$ cat config.mk
export PLATFORM = sky130hd
export DESIGN_NAME = mem_port_arbiter
export DESIGN_NICKNAME = d
export VERILOG_FILES = /design/src/rtl/mem_port_arbiter.sv
export SDC_FILE = /design/constraint.sdc
export NUM_CORES = 1
export LEC_CHECK = 0
export CAP_MARGIN = 20
export CORE_AREA = 5 5 200 202
export CTS_BUF_LIST = sky130_fd_sc_hd__clkbuf_4
export DETAILED_ROUTE_END_ITERATION = 8
export DIE_AREA = 0 0 205 207
export GPL_TIMING_DRIVEN = 0
export PLACE_DENSITY_LB_ADDON = 0.1
export SLEW_MARGIN = 30
export SYNTH_ARGS = -nofsm -noshare
export SYNTH_HDL_FRONTEND = slang
export SYNTH_SLANG_ARGS = --single-unit
$ cat constraint.sdc
create_clock -name clk -period 2.4 [get_ports clk]
set_input_delay 0.6 -clock clk [delete_from_list [all_inputs] [get_ports clk]]
set_output_delay 0.6 -clock clk [all_outputs]
set_load 0.005 [all_outputs]
$ cat src/rtl/mem_port_arbiter.sv
// Data-memory port arbiter: shares one memory port between instruction fetch
// and the load/store unit, with a fetch starvation guard and a CSWAP lock.
module mem_port_arbiter #(
    parameter int STARVE_LIMIT = 4
) (
    input  logic        clk,
    input  logic        reset_n,
    input  logic        lsu_read,
    input  logic        lsu_write,
    input  logic        lsu_lock,
    input  logic [63:0] lsu_address,
    input  logic [1:0]  lsu_datasize,
    input  logic [63:0] lsu_writedata,
    output logic [63:0] lsu_readdata,
    output logic        lsu_done,
    input  logic        if_read,
    input  logic [63:0] if_address,
    output logic [63:0] if_readdata,
    output logic        if_done,
    output logic [63:0] mem_address,
    output logic [1:0]  mem_datasize,
    output logic        mem_read,
    output logic        mem_write,
    output logic [63:0] mem_writedata,
    input  logic [63:0] mem_readdata,
    input  logic        mem_done
);

    typedef enum logic [1:0] {
        S_IDLE,
        S_LSU,
        S_IFU,
        S_DRAIN
    } state_t;

    localparam logic [3:0] LIMIT = 4'(STARVE_LIMIT);

    state_t      state;
    logic        relatch;
    logic [3:0]  starve_cnt;
    logic [63:0] lsu_rd_q;
    logic [63:0] if_rd_q;

    logic lsu_req;
    logic busy;
    logic lsu_win;
    logic if_win;
    logic lsu_grant;
    logic if_grant;

    assign lsu_req = lsu_read | lsu_write;
    assign busy    = mem_read | mem_write;
    assign lsu_win = lsu_req & (~if_read | (starve_cnt != LIMIT));
    assign if_win  = if_read & ~lsu_win;

    // A locked LSU completion parks in S_LSU so fetch cannot slip in.
    assign lsu_grant = ((state == S_IDLE) & lsu_win)
                     | ((state == S_LSU) & relatch & lsu_req);
    assign if_grant  = (state == S_IDLE) & if_win;

    assign lsu_done = (state == S_LSU) & busy & mem_done;
    assign if_done  = (state == S_IFU) & busy & mem_done;

    assign lsu_readdata = lsu_done ? mem_readdata : lsu_rd_q;
    assign if_readdata  = if_done ? mem_readdata : if_rd_q;

    always_ff @(posedge clk or negedge reset_n) begin
        if (!reset_n) begin
            state         <= S_IDLE;
            relatch       <= 1'b0;
            starve_cnt    <= '0;
            mem_address   <= '0;
            mem_datasize  <= '0;
            mem_read      <= 1'b0;
            mem_write     <= 1'b0;
            mem_writedata <= '0;
            lsu_rd_q      <= '0;
            if_rd_q       <= '0;
        end else begin
            if (lsu_done) lsu_rd_q <= mem_readdata;
            if (if_done) if_rd_q <= mem_readdata;

            if (!if_read || if_grant) begin
                starve_cnt <= '0;
            end else if (lsu_grant && starve_cnt != LIMIT) begin
                starve_cnt <= starve_cnt + 4'd1;
            end

            unique case (state)
                S_IDLE: begin
                    if (lsu_win) state <= S_LSU;
                    else if (if_win) state <= S_IFU;
                end
                S_LSU: begin
                    if (relatch) begin
                        if (lsu_req) begin
                            relatch <= 1'b0;
                        end else if (!lsu_lock) begin
                            relatch <= 1'b0;
                            state   <= S_IDLE;
                        end
                    end else if (mem_done) begin
                        mem_read  <= 1'b0;
                        mem_write <= 1'b0;
                        if (lsu_lock) relatch <= 1'b1;
                        else state <= S_IDLE;
                    end else if (!lsu_req) begin
                        state <= S_DRAIN;
                    end
                end
                S_IFU: begin
                    if (mem_done) begin
                        mem_read <= 1'b0;
                        state    <= S_IDLE;
                    end else if (!if_read) begin
                        state <= S_DRAIN;
                    end
                end
                S_DRAIN: begin
                    if (mem_done) begin
                        mem_read  <= 1'b0;
                        mem_write <= 1'b0;
                        state     <= S_IDLE;
                    end
                end
                default: state <= S_IDLE;
            endcase

            // Read wins over write when the LSU raises both.
            if (lsu_grant) begin
                mem_address   <= lsu_address;
                mem_datasize  <= lsu_datasize;
                mem_writedata <= lsu_writedata;
                mem_read      <= lsu_read;
                mem_write     <= lsu_write & ~lsu_read;
            end else if (if_grant) begin
                mem_address   <= if_address;
                mem_datasize  <= 2'd3;
                mem_writedata <= '0;
                mem_read      <= 1'b1;
                mem_write     <= 1'b0;
            end
        end
    end

endmodule

==> impl_metrics.py <==
metrics = {
    "clock_tree": {
        "cts_htree_levels": 3,
        "tritoncts": "yes",
        "cts.clk_slew.worst_paths_ps": 60,
        "root_buffer": "clkbuf_4",
        "cts_inserted_buffers": 78,
        "max-clock-path-buffers": 3,
        "clock_latency_on_the_worst_skew_pair_ps": 700,
        "numClockSinks": 267,
    },
    "global_routing": {
        "grt.overflow.total": 0,
        "grt_antenna_before_repair": 7,
        "grt_use_total": 0.190,
        "grt_pass1_vias": 9985,
        "grt_start_max_net_pins": 79,
        "grt_first_pass_wirelength_microns": 62200,
    },
    "synthesis": {
        "dominantRegCellSynth": "dfrtp_1",
        "synth_seq_cells": 267,
        "synth_net_count": 971,
        "fraction_of_synthesized_cell_area_taken_by_the_top_area_cell_type": 0.629,
        "yosysWarnings": 0,
        "synth.yosys.seq_area_share": 0.629,
        "synthDominantAreaCellType": "dfrtp_1",
        "postSynth.asyncResetShare": 1.00,
        "post_synth_inst_count": 704,
        "mappedNetlistArea_sq_um": 10600,
        "yosysMostFrequentCell": "dfrtp_1",
        "synth.avg_cell_area_sq_um": 15.1,
        "synthTopCellsByCount": "dfrtp_1, mux2_2, nand2b_1",
        "post_synth_main_area_contributors": "dfrtp_1, mux2_2, o221a_2, a22o_1, nand2b_1",
        "synthDistinctLibCells": 47,
        "synth_enable_flop_cells": 0,
    },
    "timing": {
        "skew_ps": 27.8,
        "max_freq_mhz": 328,
        "post-route-worst-setup-slack_ps": -651,
        "whs_ps": 474,
        "worst_slew_margin_rel": 0.582,
        "timing.final.crit_share": 1.27,
        "hold_violations": 0,
        "worst_pin_slew_ps": 626,
        "report.final.setup_viol": 130,
        "setup_total_negative_slack_ps": -67430,
        "slew_violations": 0,
        "unrepaired_setup_endpoints_after_global_routing": "yes",
        "clock_period_minus_final_worst_setup_slack_ps": 3050,
    },
    "floorplanning": {
        "floorplan.initialDensity": 0.279,
        "die_width_microns": 205,
        "die_ar_sq_um": 42400,
        "die_h_microns": 207,
        "num_rows": 72,
        "coreArea_sq_um": 38100,
        "io_pins": 527,
    },
    "pwr": {
        "power_density_nw_per_um2": 1310,
        "peakVddDrop_mv": 0.573,
        "static-leakage-power_nw": 8.65,
    },
    "setup_path": {
        "timing.critical_path.from_type": "flop",
        "reg2reg_slack_ps": 120,
        "crit_fanout": 5,
        "required_ps": 1800,
        "critical_path_arrival_ps": 2450,
        "timing.critical_path.to_type": "primary output",
        "crit_type": "flop to primary output",
    },
    "drt": {
        "detailed_route_vias_per_instance": 4.48,
        "first_iter_violations": 316,
        "post_route_wl_microns": 42200,
        "drc": 0,
        "drt_first_pass_iters": 4,
        "postRouteAntennaNets": 0,
        "vias": 8984,
        "wire_per_inst_microns": 21.0,
    },
    "placement": {
        "pre_cts_slack_ps": -1460,
        "port-buffer-count": 526,
        "globalplace.congestion": 0.766,
        "dpl.hpwl_microns": 29700,
    },
    "flow_run": {
        "number_of_violations_of_the_max_capacitance_limit": 0,
    },
    "layout": {
        "nets": 1692,
        "area_growth_pct": 84.7,
        "drive_above_1_share": 0.412,
        "finalCoreUtilization": 0.515,
        "layout.filler_cells": 3416,
    },
    "status": {
        "status": "complete, but fails checks",
        "failed_checks": "negative setup slack",
    },
    "worst_hold_path": {
        "hold_path.class": "input port to asynchronous set/reset pin",
    },
}
-- critical path, stage by stage, from the launching register on --
cell and delay, ps:
dfrtp_1 420, o21ai_4 230, nor3_4 60, buf_6 130, buf_8 130, buf_12 120
buf_8 120, buf_6 110, mux2_4 300, buf_6 120
-- power breakdown --
part           leakage (nW)  total [mW]  switching [mW]  internal, mW
clock network         0.587        4.31            2.00          2.31
logic                  4.90        13.8            5.03          8.81
registers              3.17        7.62           0.946          6.67
total                  8.65        25.8            7.98          17.8
-- layout make-up --
type                       count  area (sq um)  share of cell area
multi-input combinational    380          4060               0.207
timing repair buffer         644          6730               0.343
antenna                        5          12.5            0.000638
clock buffer                 116           871              0.0444
tap                          518           648              0.0330
clock inverter                21           105             0.00536
inverter                       5          21.3             0.00108
sequential                   267          6680               0.341
buffer                        49           495              0.0253
-- sequential cells by signal (all words and copies together), names as in the netlist, 2 cells and up --
name and count:
mem_datasize 2, lsu_rd_q 64, if_rd_q 64, mem_writedata 64, state 2, starve_cnt 4
mem_address 64
-- logic make-up after synthesis --
kind of cell / synth area share
adders and majority gates: 0.00236
AOI/OAI and AO/OA: 0.141
buffers and inverters: 0.0364
and+or+nand+nor: 0.0534
xor gates and xnor gates: 0.000825
DFF: 0.629
muxes: 0.138
-- worst paths after layout --
check / start / end / cells after the start
worst min-delay path: reset_n / mem_address[49] / 2
worst max-delay path: mem_write / if_readdata[17] / 9
min in group clk: if_rd_q[35] / if_rd_q[35] / 1
max in group asynchronous: reset_n / if_rd_q[16] / 4
worst max register to register: starve_cnt[0] / mem_address[49] / 9
worst min register to register: if_rd_q[35] / if_rd_q[35] / 1
-- layout by cell type (no fill, tap or decap), drive strengths merged, types with 3 or more instances in the layout --
| master | n |
|---|---|
| dfrtp | 267 |
| clkinv | 17 |
| inv | 8 |
| a22o | 64 |
| buf | 266 |
| diode | 5 |
| o221a | 64 |
| nand2b | 66 |
| dlygate4sd2 | 11 |
| o22ai | 3 |
| clkbuf | 141 |
| nand3 | 3 |
| nor2 | 10 |
| clkdlybuf4s50 | 389 |
| a21oi | 3 |
| o21ai | 4 |
| mux2 | 129 |
-- timing repair --
| action | in CTS | in global routing |
|---|---|---|
| endpoints found under the hold margin | 52 | 0 |
| resized for setup | 715 | 162 |
| pin swaps | 3 | 3 |
| buffers inserted | 70 | 46 |
| endpoints found under the setup margin | 142 | 183 |
| hold buffers | 1 | 0 |
| cloned | 6 | 2 |
-- layer usage --
metal	vias up	GRT usage	wire, microns	part of all wire
met5	-	0	20	0.00047
met4	2	0.0721	1090	0.026
met3	73	0.0771	3810	0.090
met2	379	0.325	21400	0.51
met1	4404	0.212	15900	0.38
li1	4126	-	-	-
-- per-stage QoR --
stage               total power, mW  cell area (sq um)  std cells
detailed placement             19.1              16600       1751
CTS                            25.1              18900       1964
finish                         25.8              19600       2005
global route                   27.4              19600       2005
global placement               19.0              16500       1748
floorplan                      12.2              10600        704
(Power assumes the default switching activity.)
